--- src/rtl/mips_cpu_store_unit.sv ---
// mips_cpu_store_unit: turns a MIPS store into a word-aligned Avalon write with byte enables.
module mips_cpu_store_unit (
  input  logic        clk,
  input  logic        rst_n,
  input  logic        req_valid_i,
  output logic        req_ready_o,
  input  logic [5:0]  opcode_i,
  input  logic [31:0] addr_i,
  input  logic [31:0] rt_data_i,
  output logic [31:0] address_o,
  output logic        write_o,
  output logic [3:0]  byteenable_o,
  output logic [31:0] writedata_o,
  input  logic        waitrequest_i,
  output logic        done_o,
  output logic        fault_o
);
  typedef enum logic {IDLE, WRITE} state_t;
  state_t state_q, state_d;
  logic [31:0] addr_q, addr_d, wd_q, wd_d, lane_wd;
  logic [3:0] be_q, be_d, lane_be;
  logic done_q, done_d, fault_q, fault_d, bad;
  logic [1:0] off;
  logic [4:0] sh;
  assign off = addr_i[1:0];
  assign sh = {off, 3'b000};
  // Little-endian lanes: byte offset k lands on lane k, same as the load path.
  always_comb begin
    lane_be = 4'b0000;
    lane_wd = 32'h0;
    bad = 1'b1;
    case (opcode_i)
      6'b101000: begin
        lane_be = 4'b0001 << off;
        lane_wd = {24'h0, rt_data_i[7:0]} << sh;
        bad = 1'b0;
      end
      6'b101001: begin
        lane_be = off[1] ? 4'b1100 : 4'b0011;
        lane_wd = off[1] ? {rt_data_i[15:0], 16'h0} : {16'h0, rt_data_i[15:0]};
        bad = off[0];
      end
      6'b101011: begin
        lane_be = 4'b1111;
        lane_wd = rt_data_i;
        bad = off != 2'b00;
      end
      6'b101010: begin
        lane_be = 4'b1111 >> (2'd3 - off);
        lane_wd = rt_data_i >> (5'd24 - sh);
        bad = 1'b0;
      end
      6'b101110: begin
        lane_be = 4'b1111 << off;
        lane_wd = rt_data_i << sh;
        bad = 1'b0;
      end
      default: ;
    endcase
  end
  always_comb begin
    state_d = state_q;
    addr_d = addr_q;
    be_d = be_q;
    wd_d = wd_q;
    done_d = 1'b0;
    fault_d = 1'b0;
    if (state_q == IDLE && req_valid_i) begin
      fault_d = bad;
      state_d = bad ? IDLE : WRITE;
      addr_d = bad ? addr_q : {addr_i[31:2], 2'b00};
      be_d = bad ? be_q : lane_be;
      wd_d = bad ? wd_q : lane_wd;
    end else if (state_q == WRITE && !waitrequest_i) begin
      done_d = 1'b1;
      state_d = IDLE;
    end
  end
  always_ff @(posedge clk or negedge rst_n) begin
    if (!rst_n) begin
      state_q <= IDLE;
      addr_q <= 32'h0;
      be_q <= 4'h0;
      wd_q <= 32'h0;
      done_q <= 1'b0;
      fault_q <= 1'b0;
    end else begin
      state_q <= state_d;
      addr_q <= addr_d;
      be_q <= be_d;
      wd_q <= wd_d;
      done_q <= done_d;
      fault_q <= fault_d;
    end
  end
  assign req_ready_o = state_q == IDLE;
  assign write_o = state_q == WRITE;
  assign address_o = addr_q;
  assign byteenable_o = be_q;
  assign writedata_o = wd_q;
  assign done_o = done_q;
  assign fault_o = fault_q;
endmodule

--- config.mk ---
export PLATFORM = sky130hd
export DESIGN_NAME = mips_cpu_store_unit
export DESIGN_NICKNAME = d
export VERILOG_FILES = /design/src/rtl/mips_cpu_store_unit.sv
export SDC_FILE = /design/constraint.sdc
export NUM_CORES = 1
export LEC_CHECK = 0
export CAP_MARGIN = 20
export CORE_ASPECT_RATIO = 1.25
export CORE_MARGIN = 2
export CORE_UTILIZATION = 45
export CTS_BUF_LIST = sky130_fd_sc_hd__clkbuf_8
export DETAILED_ROUTE_END_ITERATION = 10
export PLACE_DENSITY = 0.8
export SYNTH_ARGS = -nofsm -noshare
export SYNTH_HDL_FRONTEND = slang
export SYNTH_SLANG_ARGS = --single-unit
--- constraint.sdc ---
create_clock -name clk -period 2.5 [get_ports clk]
set_input_delay 0.5 -clock clk [delete_from_list [all_inputs] [get_ports clk]]
set_output_delay 0.5 -clock clk [all_outputs]
set_load 0.01 [all_outputs]
==> flow_summary_export.csv, run 1 <==
group,metric,value,unit
drt,ant_nets,0,
cells_and_area,num_antenna_cells,0,
power_and_ir_drop,p_leak,2.42,nW
sta,rsz0062_at_grt,"false",
power_and_ir_drop,vdd_ir_drop_max,0.000314,V
clock_network,cts.clk_slew.worst_paths,0.07,ns
job,maxCapViolCount,0,
placed_design,gp_congestion,0.946,
floorplan,rows,39,
global_route,antenna_found_initial,0,
cells_and_area,drive_above_1_share,0.154,
sta,min_period_over_period,0.920,
synth,yosys_register_bits,69,
synth,ys.flop_type,"dfrtp_1",
drt,routed_wl,13900,um
synth,synth_area,4140,um2
power_and_ir_drop,p_per_area,668,nW/um2
clock_network,clk_latency,0.35,ns
floorplan,core,9030,um2
clock_network,clock_sinks,69,
placed_design,portBuffers,143,
critical_path,crit_fanout,8,
clock_network,cts_made_buffers,9,
sta,slew_headroom,0.364,
sta,tightest_slew,0.951,ns
floorplan,die_h,111,um
clock_network,ctsResizeCount,0,
floorplan,die-area,9980,um2
floorplan,pin_count,146,
sta,hold_ws,0.181,ns
synth,ys_seq_area_frac,0.417,
sta,slew_violations,0,
sta,period_needed,2.30,ns
drt,drt_iter0_drc,476,
global_route,grt_max_degree,43,
synth,ys_async_sr_fraction,1.00,
critical_path,crit_path_end_kind,"register",
sta,fmax,0.435,GHz
synth,synth_edf_count,0,
cells_and_area,area_growth,46.3,%
drt,vias,4153,
critical_path,start_kind,"primary input",
clock_network,cts_htree_levels,3,
synth,syn_area_per_cell,10.4,um2
placed_design,dpl.hpwl,10100,um
global_route,grt_pass1_wl,22100,um
critical_path,cp.required,2.78,ns
global_route,first_global_vias,4153,
critical_path,critPathKind,"primary input to register",
synth,yosysWarningCount,0,
floorplan,start_util,0.458,
synth,synth_cell_type_count,43,
placed_design,pre_cts_ws,0.00552,ns
clock_network,cts.repair_timing.setup_buffer_count,0,
global_route,gr-total-overflow,0,
cells_and_area,fillers,692,
critical_path,crit_arrival,2.58,ns
run_status,outcome,"finished clean",
clock_network,clk_path_buf_depth,2,
global_route,grt.total_usage,0.281,
cells_and_area,fin_nets,628,
synth,postSynthCellCount,399,
floorplan,die_w,89.8,um
clock_network,postCtsHoldBufs,0,
drt,drt-vias-per-instance,6.09,
drt,firstDrtPassIters,7,
drt,routedWlPerCell,20.4,um
critical_path,reg2reg_depth,4,
placed_design,place_area,5830,um2
cells_and_area,design_area,6050,um2
hold_path,hold_class,"primary input to asynchronous set/reset pin",
sta,layout_setup_ws,0.200,ns
sta,final-hold-violation-count,0,
clock_network,tritoncts,"built",
sta,setup_viol,0,
drt,drc,0,
sta,finalSetupTns,0,ns
clock_network,cts_root_buf,"clkbuf_8",
sta,finalClockSkew,0.00322,ns
[metrics by stage]
stage	power [mW]	instances	utilization
2_1_floorplan	2.11	400	-
3_3_place_gp	2.99	666	0.646
3_5_place_dp	3.03	666	0.646
4_1_cts	4.06	682	0.671
5_1_grt	4.22	682	0.671
6_report	4.05	682	0.671
[synthesized netlist by cell type, types with 2 or more instances]
cell type / number / area [um2]
dfrtp_1: 69 / 1730
a21oi_1: 57 / 285
nand2_1: 42 / 158
mux2_1: 30 / 338
a31oi_1: 18 / 113
mux2i_1: 16 / 160
clkbuf_1: 11 / 41.3
buf_4: 10 / 75.1
inv_1: 10 / 37.5
nor3_1: 10 / 50.1
o21ai_0: 10 / 50.1
a222oi_1: 8 / 80.1
a22o_1: 8 / 70.1
a22oi_1: 8 / 60.1
a41oi_1: 8 / 70.1
buf_2: 8 / 40.0
mux2_2: 8 / 90.1
mux4_2: 8 / 180
o2bb2ai_1: 8 / 70.1
o41ai_1: 8 / 70.1
buf_6: 7 / 78.8
nor2_1: 6 / 22.5
nor2b_1: 4 / 25.0
buf_1: 3 / 11.3
a21o_1: 2 / 15.0
nand2b_1: 2 / 12.5
nand4bb_1: 2 / 22.5
nor3_2: 2 / 20.0
nor4b_2: 2 / 30.0
[power breakdown]
part / internal (mW) / switching, mW
clock network: 0.609 / 0.421
logic: 0.843 / 0.607
registers: 1.40 / 0.161
[layout by cell type, fill, tap and decap left out, drive strengths merged, types with 12 or more instances in the layout]
cell,n
dfrtp,69
nor3,12
mux2i,16
nand2,42
a31oi,18
mux2,38
buf,41
clkdlybuf4s50,141
a21oi,58
[metal layers]
layer	GRT usage	share of wire	up-vias
met1	0.349	0.37	1990
met5	0	0	-
li1	-	-	1823
met4	0.149	0.051	0
met2	0.461	0.49	284
met3	0.0585	0.088	56
[cell families after synthesis]
logic type,Yosys count,synth area share
AO/OA/AOI/OAI,139,0.224
XOR/XNOR,1,0.00212
buffers and inverters,49,0.0686
flip-flops,69,0.417
multiplexers,62,0.186
other,1,0.000906
AND/OR/NAND/NOR,78,0.101
[worst paths after layout]
kind	slack (ns)	start	end
max in group asynchronous	1.67	rst_n	address_o[14]
hold reg to reg	0.49	address_o[15]	address_o[15]
min in group clk	0.49	address_o[15]	address_o[15]
setup reg to reg	0.99	write_o	address_o[24]
setup / recovery	0.20	opcode_i[3]	writedata_o[29]
hold / removal	0.18	rst_n	fault_o
[sequential cells by signal (all words and copies together), names as in the netlist]
| signal | cells |
|---|---|
| write_o | 1 |
| byteenable_o | 4 |
| fault_o | 1 |
| address_o | 30 |
| writedata_o | 32 |
| done_o | 1 |
[worst max-delay path: stages]
cell and delay, ns:
clkdlybuf4s50_1 0.54, nand3b_1 0.18, nor4b_2 0.82, a222oi_1 0.32, a21oi_1 0.20
[final cells by class]
| class | count | area [um2] | share of cell area |
|---|---|---|---|
| multi-input combinational | 282 | 2150 | 0.354 |
| timing repair buffer | 182 | 1760 | 0.291 |
| sequential | 69 | 1730 | 0.285 |
| tap | 123 | 154 | 0.0254 |
| clock buffer | 11 | 151 | 0.0250 |
| clock inverter | 5 | 73.8 | 0.0122 |
| inverter | 10 | 37.5 | 0.00620 |
No activity file was read; power rests on OpenSTA's default activity.
==> run 2: changes to the inputs <==
Settings changed: SLEW_MARGIN set to 0.
==> results of run 2 <==
Final layout, timing and power as in run 1 (identical DEF).
==> run 3: changes to the inputs <==
Settings changed: HOLD_SLACK_MARGIN set to 0.1, SETUP_SLACK_MARGIN set to 0.05.
==> results of run 3 <==
Final layout, timing and power as in run 1 (identical DEF).
==> edit (flow settings as in run 3) <==
Take the reset off `addr_q`, `be_q` and `wd_q` and load them in a clocked block of their own.
--- a/src/rtl/mips_cpu_store_unit.sv
+++ b/src/rtl/mips_cpu_store_unit.sv
@@ -80,17 +80,17 @@
     if (!rst_n) begin
       state_q <= IDLE;
-      addr_q <= 32'h0;
-      be_q <= 4'h0;
-      wd_q <= 32'h0;
       done_q <= 1'b0;
       fault_q <= 1'b0;
     end else begin
       state_q <= state_d;
-      addr_q <= addr_d;
-      be_q <= be_d;
-      wd_q <= wd_d;
       done_q <= done_d;
       fault_q <= fault_d;
     end
+  end
+
+  always_ff @(posedge clk) begin
+    addr_q <= addr_d;
+    be_q   <= be_d;
+    wd_q   <= wd_d;
   end
   assign req_ready_o = state_q == IDLE;
Function: changed (a bounded check fails within 4 cycles, from zero or initial values and one cycle with rst_n low).
==> edit against run 3 <==
Hold slack improved by 150 ps; cell area decreased by 11%; area after synthesis decreased by 14%; core utilization increased by 2.6 points; worst setup slack got worse by 3.1 ps; wire length decreased by 27%; critical path depth increased by 1; count of clock-buffer cells in the layout decreased by 2; highest routed layer unchanged; sequential cell count unchanged; die area decreased by 13%.
Power is not compared: it rests on default switching activity, and its combinational part moved more than twofold at a synthesized area within 25%.
==> edit: results <==
{
  "crit_slowest_cell": "nor3_1",
  "grt_max_degree": 45,
  "max-vdd-ir-drop_v": 0.000371,
  "arrival_ps": 2500,
  "regToRegEndpoint": "address_o[9]",
  "drive_gt1_share_pct": 13.4,
  "grt_util_met1_pct": 28.7,
  "wl_mm": 10.2,
  "initialDrtViolationCount": 428,
  "fillers": 544,
  "post_synth_num_cell_types": 52,
  "reg2reg_depth": 2,
  "yosys_warnings": 0,
  "rrSetupSlack_ps": 1270,
  "dpl_worst_slack_ps": -188,
  "final_nets": 525,
  "slowest_delay_ps": 820,
  "min_path_type": "input pin to asynchronous set/reset pin",
  "met1Wirelength_mm": 3.85,
  "seq_power_uw": 1280,
  "synth_edf_count": 66,
  "synth_commonest_cells": "edfxtp_1, nor2_1, nand2_1",
  "crit_start": "addr_i[0]",
  "wl_met2_mm": 5.03,
  "num_vias": 3241,
  "timing.hold.ws_ps": 329,
  "clk_latency_ps": 350,
  "async_reset_ff_share_pct": 4.35,
  "cts_resized": 0,
  "synth_area_leaders": "edfxtp_1, mux2_2, mux2i_1",
  "post-dp-hpwl_mm": 7.50,
  "dr_wl_met3_um": 989,
  "largest_register_ffs": 32,
  "avgSynthCellArea_sq_um": 12.2,
  "placed_cells": 535,
  "avgRoutedWirePerCell_um": 18.5,
  "grt_usage_pct": 23.8,
  "swShare_pct": 24.4,
  "antenna_cells": 0,
  "finClkSkew_ps": 2.17,
  "met3_usage_pct": 5.82,
  "place_congestion": 0.896,
  "yosysSeqAreaShare_pct": 57.6,
  "grt_pass1_wl_mm": 16.4,
  "outcome": "completed",
  "period_share_pct": 92.1,
  "placedInstanceArea_sq_um": 5230,
  "grtUsageMet2_pct": 38.9,
  "worst_pin_slew_ps": 1060,
  "dr.pass1.iters": 6,
  "routed.top_layer": "met4",
  "htreeDepth": 3,
  "endpoint": "writedata_o[31]",
  "clockRootBuffer": "clkbuf_8",
  "critical-path-top-delay-family": "buffers and inverters",
  "clk-power_uw": 753,
  "leakagePower_uw": 0.00188
}
==> edit: changes by cell type after synthesis, moves of 15 or more <==
cell      change
a21oi_1      -41
a31oi_1      -15
dfrtp_1      -66
edfxtp_1     +66
mux2_1       -28
nand2_1      -22
nor2_1       +18
==> edit: cell type report <==
cell class | count | area [sq um] | area share, %
Timing Repair Buffer | 170 | 1650 | 30.5
Multi-Input combinational cell | 197 | 1400 | 25.9
Sequential cell | 69 | 2060 | 38.1
Clock inverter | 7 | 36.3 | 0.673
Tap cell | 95 | 119 | 2.20
Inverter | 4 | 15.0 | 0.278
Clock buffer | 9 | 124 | 2.30
==> edit: logic make-up (layout without fill, tap and decap cells) <==
| group | Yosys count | after routing | share of synthesized area, % |
|---|---|---|---|
| AOI/OAI and AO/OA | 95 | 95 | 20.4 |
| and+or+nand+nor | 79 | 79 | 11.8 |
| DFF | 69 | 69 | 57.6 |
| buffers and inverters | 27 | 190 | 3.79 |
| muxes | 21 | 21 | 6.27 |
| other | 1 | 2 | 0.105 |
